===== config.mk =====
export PLATFORM = sky130hd
export DESIGN_NAME = inst_fetch_queue
export DESIGN_NICKNAME = d
export VERILOG_FILES = /design/src/rtl/inst_fetch_queue.sv
export SDC_FILE = /design/constraint.sdc
export NUM_CORES = 1
export LEC_CHECK = 0
export ABC_AREA = 1
export BUFFER_PORTS_ARGS = -buffer_cell sky130_fd_sc_hd__buf_2
export CORE_MARGIN = 2
export CORE_UTILIZATION = 53
export DETAILED_ROUTE_END_ITERATION = 7
export GPL_ROUTABILITY_DRIVEN = 0
export PLACE_DENSITY = 0.76
export SYNTH_ARGS = -nofsm -noshare
export SYNTH_HDL_FRONTEND = slang
export SYNTH_SLANG_ARGS = --single-unit

===== constraint.sdc =====
create_clock -name clk -period 9.8 [get_ports clk]
set_input_delay 0.98 -clock clk [delete_from_list [all_inputs] [get_ports clk]]
set_output_delay 0.98 -clock clk [all_outputs]
set_load 0.05 [all_outputs]

===== src/rtl/inst_fetch_queue.sv =====
// Instruction fetch unit: single-outstanding memory request FSM feeding an
// in-order instruction queue, with decode-stage redirect flushing.
module inst_fetch_queue #(
  parameter int unsigned DEPTH    = 4,
  parameter logic [31:0] RESET_PC = 32'h0000_0000
) (
  input  logic        clk,
  input  logic        rst,
  output logic        imem_req,
  output logic [31:0] imem_addr,
  input  logic        imem_gnt,
  input  logic        imem_rvalid,
  input  logic [31:0] imem_rdata,
  input  logic        redirect,
  input  logic [31:0] redirect_pc,
  output logic        inst_valid,
  output logic [31:0] inst_code,
  output logic [31:0] inst_pc,
  input  logic        inst_ready,
  output logic [4:0]  q_count
);

  localparam int unsigned AW = (DEPTH > 1) ? $clog2(DEPTH) : 1;
  localparam logic [31:0] START_PC = {RESET_PC[31:2], 2'b00};
  localparam logic [4:0]  FULL     = 5'(DEPTH);

  typedef enum logic [1:0] {IDLE, REQ, WAIT, DROP} state_t;

  state_t        state;
  logic [31:0]   fetch_pc;
  logic [31:0]   req_pc;
  logic [31:0]   code_mem [DEPTH];
  logic [31:0]   pc_mem   [DEPTH];
  logic [AW-1:0] wr_ptr;
  logic [AW-1:0] rd_ptr;
  logic          push;
  logic          pop;
  logic [4:0]    count_next;
  logic [1:0]    unused_pc_bits;

  assign unused_pc_bits = redirect_pc[1:0];

  assign imem_addr  = fetch_pc;
  assign inst_valid = (q_count != '0);
  assign inst_code  = code_mem[rd_ptr];
  assign inst_pc    = pc_mem[rd_ptr];

  always_comb begin
    pop        = 1'b0;
    push       = 1'b0;
    count_next = q_count;
    pop        = inst_valid && inst_ready;
    push       = (state == WAIT) && imem_rvalid;
    count_next = q_count + 5'(push) - 5'(pop);
  end

  always_ff @(posedge clk or posedge rst) begin
    if (rst) begin
      state    <= IDLE;
      imem_req <= 1'b0;
      fetch_pc <= START_PC;
      req_pc   <= '0;
      wr_ptr   <= '0;
      rd_ptr   <= '0;
      q_count  <= '0;
      code_mem <= '{default: '0};
      pc_mem   <= '{default: '0};
    end else if (redirect) begin
      // Flush wins over any push/pop/grant; a granted or pending response
      // is left to drain through DROP.
      q_count  <= '0;
      wr_ptr   <= '0;
      rd_ptr   <= '0;
      imem_req <= 1'b0;
      fetch_pc <= {redirect_pc[31:2], 2'b00};
      case (state)
        REQ:     state <= imem_gnt ? DROP : IDLE;
        WAIT:    state <= imem_rvalid ? IDLE : DROP;
        default: state <= state;
      endcase
    end else begin
      if (push) begin
        code_mem[wr_ptr] <= imem_rdata;
        pc_mem[wr_ptr]   <= req_pc;
        wr_ptr           <= wr_ptr + AW'(1);
      end
      if (pop) begin
        rd_ptr <= rd_ptr + AW'(1);
      end
      q_count <= count_next;

      case (state)
        IDLE: begin
          if (q_count < FULL) begin
            state    <= REQ;
            imem_req <= 1'b1;
          end
        end
        REQ: begin
          if (imem_gnt) begin
            req_pc   <= fetch_pc;
            fetch_pc <= fetch_pc + 32'd4;
            state    <= WAIT;
            imem_req <= 1'b0;
          end
        end
        WAIT: begin
          if (imem_rvalid) begin
            if (count_next < FULL) begin
              state    <= REQ;
              imem_req <= 1'b1;
            end else begin
              state <= IDLE;
            end
          end
        end
        DROP: begin
          if (imem_rvalid) begin
            state <= IDLE;
          end
        end
        default: begin
          state    <= IDLE;
          imem_req <= 1'b0;
        end
      endcase
    end
  end

endmodule


==> flow_summary.toml, run 1 <==
[run_status]
status = "finished, final reports clean"

[timing]
slew_viol_final = 0
slew_headroom_pct = 19.4
finalSetupViolCount = 0
hold_ws_ns = 0.477
clock-skew-final_ns = 0.0118
finalHoldViolCount = 0
timing.fmax_mhz = 237
rsz0062_at_grt = "false"
fin_setup_tns_ns = 0
worstMarginPinSlew_ns = 1.21
finalCriticalPeriod_ns = 4.21
finalCritPeriodShare_pct = 43.0

[synthesis]
yosys.area_share.simple_pct = 18.1
synth_top_area_cell = "dfrtp_1"
avgSynthCellArea_um2 = 8.41
ys_warn_count = 0
synth_compound_area_share_pct = 18.4
synth_xor_area_share_pct = 0.592
syn_area_mm2 = 0.0148
yosys.cell_types.count = 36
synthTopCellsByArea = "dfrtp_1 (54%), nand2_1 (10%), o21ai_0 (9.7%)"
synthMuxAreaShare_pct = 0
ys_ff_latch = 320
synthAdderAreaFrac_pct = 1.23
synth_top_family_by_area = "compound AO/OA/AOI/OAI gates"
seq_area_frac_synth_pct = 54.1
syn_inst = 1760
synth_top_area_share_pct = 54.1

[detailed_routing]
vias_per_cell = 5.48
route.detailed.drc = 0
drtAntennaViolNets = 0
drt-initial-drc-count = 998
wl_per_cell_um = 15.7
vias = 12400
totalWireLength_um = 35600
dr.pass1.iters = 5

[global_routing]
grt_use_total_pct = 24.5
grt_pass1_wl_um = 57900
gr-total-overflow = 0
antenna_found_initial = 0
top_usage_layer = "met2"
grt_pass1_vias = 11500
use_met2_pct = 39.6
grt_start_max_net_pins = 201
use_met1_pct = 34.6
grtUsageMet3_pct = 4.12

[final_layout]
fin_util_pct = 60.3
diodes = 0
nFillCells = 2457
final_nets = 1949
fin_cells = 2265
areaGrowthSynthToFinish_pct = 12.4
fin_area_mm2 = 0.0166
layout-drive-gt1-share_pct = 13.6

[power_and_ir_drop]
irDropWorstVdd_mv = 0.192
power.density_mw_per_mm2 = 314
p_sw_share_pct = 43.8
p_sw_uw = 2290
seqPwrFrac_pct = 36.1
p_int_uw = 2940
leakagePower_uw = 0.00808
p_comb_share_pct = 39.8
clock_power_share_pct = 24.1

[worst_hold_path]
hold_path_class = "reg2reg"

[setup_path]
critPathMaxFanout = 81
critPathCaptureType = "output pin"
crit_chain = "inv_4, buf_4, o21ai_0, o22ai_1, buf_2"
max_stage_delay_ns = 0.77
cp_slowest_cell = "buf_4"
worst_setup_path_start_kind = "flop"
r2r_slack_ns = 7.14
cp.required_ns = 8.82
criticalPathCategory = "reg2out"
worst_ep_arrival_time_ns = 3.23

[clocking]
htree_levels = 2
cts_root_buf = "clkbuf_16"
clock_path_buffers = 3
ctsResizeCount = 0
clk_pin_slew_ns = 0.06
cts_buffers = 35
cts_sinks = 320
cts_setup_buffers = 0
cts_hold_buf = 0
clock_latency_ns = 0.51
cts_tree = "done"

[floorplan]
dieArea_mm2 = 0.0293
core-area_mm2 = 0.0276
pin_count = 173
die_height_um = 171
row_count = 61
die_w_um = 171
start_util_pct = 53.6

[placed_design]
io_buffers = 166
place_inst = 2206
hpwl_um = 20800
placed_area_mm2 = 0.0156

[job]
max-cap-violations = 0
-- state kept, by name, indices dropped and copies added, names as in the netlist --
register	cells
code_mem	128
pc_mem	120
wr_ptr	2
imem_req	1
rd_ptr	2
q_count	5
state	2
req_pc	30
imem_addr	30
-- synthesized netlist by cell type (all sizes together) --
cell and count:
a21oi 13, a22o 1, a31oi 2, buf 53
clkbuf 60, clkinv 2, conb 1, dfrtp 320
fa 1, ha 13, inv 115, nand2 406
nand3 39, nand3b 5, nand4 5, nor2 212
nor3 4, o2111ai 1, o211ai 6, o21ai 422
o21bai 1, o221ai 3, o22ai 65, xnor2 1
xor2 9
-- layout make-up --
| type | instances | area (um^2) | area share [%] |
|---|---|---|---|
| Inverter | 117 | 445 | 2.68 |
| Sequential cell | 320 | 8010 | 48.1 |
| Tap cell | 378 | 473 | 2.84 |
| Clock buffer | 52 | 1030 | 6.20 |
| Multi-Input combinational cell | 1213 | 5690 | 34.2 |
| Timing Repair Buffer | 178 | 933 | 5.61 |
| Clock inverter | 7 | 63.8 | 0.383 |
-- logic make-up (layout without fill, tap and decap cells) --
kind of cell	count (synthesis)	in the layout
compound gates	514	514
xor+xnor	10	10
fa+ha+maj	14	14
buf+inv	230	354
flops	320	320
other cells	1	4
simple gates	671	671
-- per-layer routing --
metal / share of wire, % / wire length, um
met1: 45 / 15900
met2: 47 / 16600
met3: 6.9 / 2440
met4: 1.9 / 669
met5: 0 / 0
-- worst max-delay path, delay by kind of cell (launching register included) --
family          cells  cell delay (ns)
compound gates      2             0.54
buf+inv             3             1.49
flops               1             0.66
-- cells in the final DEF, fill, tap and decap left out, drive strengths merged, types with 2 or more instances in the layout --
cell and count:
o21ai 422, nand2 406, dfrtp 320, nor2 212
buf 178, inv 117, o22ai 65, clkbuf 52
nand3 39, a21oi 13, ha 13, xor2 9
o211ai 6, nand3b 5, nand4 5, clkinv 5
nor3 4, conb 4, o221ai 3, a31oi 2
-- power groups by stage --
stage	clock network, uW	registers, uW	logic, uW
6_report	1260	1890	2080
5_1_grt	1340	1930	2280
4_1_cts	1280	1880	2090
3_5_place_dp	0	1900	2080
3_3_place_gp	0	1890	2040
2_1_floorplan	0	1980	1500
-- metrics by stage --
step	worst slack (ns)	power, uW
final	5.59	5230
after detailed placement	6.20	3990
after global routing	5.48	5550
after floorplan	4.55	3480
after global placement	6.21	3930
after CTS	5.63	5260
-- worst paths after layout --
| kind | end | start | depth (start not counted) |
|---|---|---|---|
| setup reg to reg | imem_req | q_count[3] | 19 |
| hold / removal | code_mem[95] | code_mem[95] | 2 |
| max in group asynchronous | rd_ptr[0] | rst | 4 |
| hold reg to reg | code_mem[95] | code_mem[95] | 2 |
| min in group asynchronous | code_mem[102] | rst | 3 |
| setup / recovery | inst_pc[25] | rd_ptr[0] | 5 |
Note: power is estimated with default switching activity, not from simulation.
==> run 2: changes to the inputs <==
Clock period 9.8 ns to 3.8 ns, I/O delays scaled along.
==> run 2 against run 1 <==
Largest cell class unchanged. Sequential cell count unchanged. The flow now finishes with violations (negative hold slack). Non-clock buffer count up 6. First-iteration DRC count up 15%. Final area up 1.5%. Critical path type unchanged. Sequential power rose to 2.6 times the previous value. Clock power rose to 2.8 times the previous value. Combinational power rose to 2.6 times the previous value. Worst setup slack worse by 4.9 ns. Final cell count up 0.40%. Utilization up 0.91 points. Critical path depth unchanged.
==> flow_summary.toml, run 2 (synthesis gave the netlist of run 1 again) <==
[clocking]
cts_root_buf = "clkbuf_16"
clock_path_buffers = 3
cts_buffers = 35
cts_tree = "done"
ctsResizeCount = 0
clock_latency_ns = 0.51
htree_levels = 2
cts_sinks = 320
cts_setup_buffers = 0
clk_pin_slew_ns = 0.06
cts_hold_buf = 0

[run_status]
status = "finished with violations"
violations = "negative hold slack"

[floorplan]
row_count = 61
dieArea_mm2 = 0.0293
die_height_um = 171
start_util_pct = 53.6
die_w_um = 171
pin_count = 173
core-area_mm2 = 0.0276

[detailed_routing]
totalWireLength_um = 36100
route.detailed.drc = 0
drtAntennaViolNets = 0
drt-initial-drc-count = 1144
wl_per_cell_um = 15.9
dr.pass1.iters = 5
vias = 12500
vias_per_cell = 5.50

[final_layout]
largestRegisters = "code_mem x128, pc_mem x120"
layout-drive-gt1-share_pct = 14.4
final_nets = 1955
diodes = 0
nFillCells = 2398
top_register = "code_mem"
final_common_cell = "nand2_1"
fin_area_mm2 = 0.0169
final_cell_mix = "nand2_1 (399), dfrtp_1 (318), o21ai_0 (286), nor2_1 (208), buf_2 (166)"
largest_register_ffs = 128
areaGrowthSynthToFinish_pct = 14.1

[setup_path]
critPathCaptureType = "output pin"
worst_ep_arrival_time_ns = 2.72
worst_setup_path_start_kind = "flop"
cp.required_ns = 3.42
criticalPathCategory = "reg2out"
critPathMaxFanout = 55

[placed_design]
place_ws_ns = 1.14
hpwl_um = 21900
placed_area_mm2 = 0.0157
io_buffers = 166

[job]
max-cap-violations = 0

[timing]
clock-skew-final_ns = 0.00830
slew_viol_final = 0
slew_headroom_pct = 47.3
fin_setup_tns_ns = 0
timing.fmax_mhz = 322
hold_ws_ns = -0.00556
finalSetupViolCount = 0
finalCritPeriodShare_pct = 81.7
rsz0062_at_grt = "false"
finalHoldViolCount = 17
worstMarginPinSlew_ns = 0.791
finalCriticalPeriod_ns = 3.10
setup_ws_ns = 0.696

[global_routing]
grt_start_max_net_pins = 128
grt_pass1_vias = 11800
grt_pass1_wl_um = 59200
gr-total-overflow = 0
antenna_found_initial = 0
grt_use_total_pct = 24.9

[power_and_ir_drop]
irDropWorstVdd_mv = 0.387
power.density_mw_per_mm2 = 817
finalPower_uw = 13800
leakagePower_uw = 0.00820

[worst_hold_path]
hold_path_class = "in2async"
-- run 2: metal layers --
metal / vias up / GRT usage, % / wire length (um)
met1: 5962 / 34.3 / 16100
met3: 62 / 4.37 / 2490
met5: - / 0 / 0
met4: 0 / 6.74 / 693
met2: 463 / 40.9 / 16900
li1: 6014 / - / -
-- run 2: report_power, final --
group          leakage [uW]  internal, uW  switching, uW
Sequential          0.00423          4290            581
Clock              0.000594          2150           1360
Combinational       0.00338          1370           4040
-- run 2: worst max-delay path, cell delays in order (launching register included) --
cell and delay (ns):
dfrtp_4 0.67, inv_4 0.52, buf_4 0.36, o21ai_0 0.11
o22ai_1 0.20, buf_2 0.30
-- run 2: cell type report --
class                           count  area [um^2]  share of cell area [%]
Clock inverter                     14          159                   0.940
Multi-Input combinational cell   1213         5690                    33.7
Sequential cell                   320         8010                    47.4
Clock buffer                       48         1060                    6.26
Timing Repair Buffer              184         1070                    6.31
Tap cell                          378          473                    2.80
Inverter                          117          445                    2.64
-- run 2: stage by stage --
stage / util (%) / std cells
3_5_place_dp: 56.8 / 2212
2_1_floorplan: - / 1763
4_1_cts: 61.2 / 2274
5_1_grt: 61.2 / 2274
6_report: 61.2 / 2274
3_3_place_gp: 56.8 / 2212
-- run 2: worst paths after layout --
kind / slack [ns] / end / cells past startpoint / from
hold reg to reg: 0.48 / imem_req / 2 / imem_req
setup reg to reg: 1.14 / imem_req / 19 / q_count[3]
min in group clk: 0.08 / imem_addr[28] / 3 / redirect_pc[28]
setup / recovery: 0.70 / inst_pc[2] / 5 / rd_ptr[0]
hold / removal: -0.006 / pc_mem[26] / 2 / rst
max in group asynchronous: 2.71 / code_mem[63] / 3 / rst
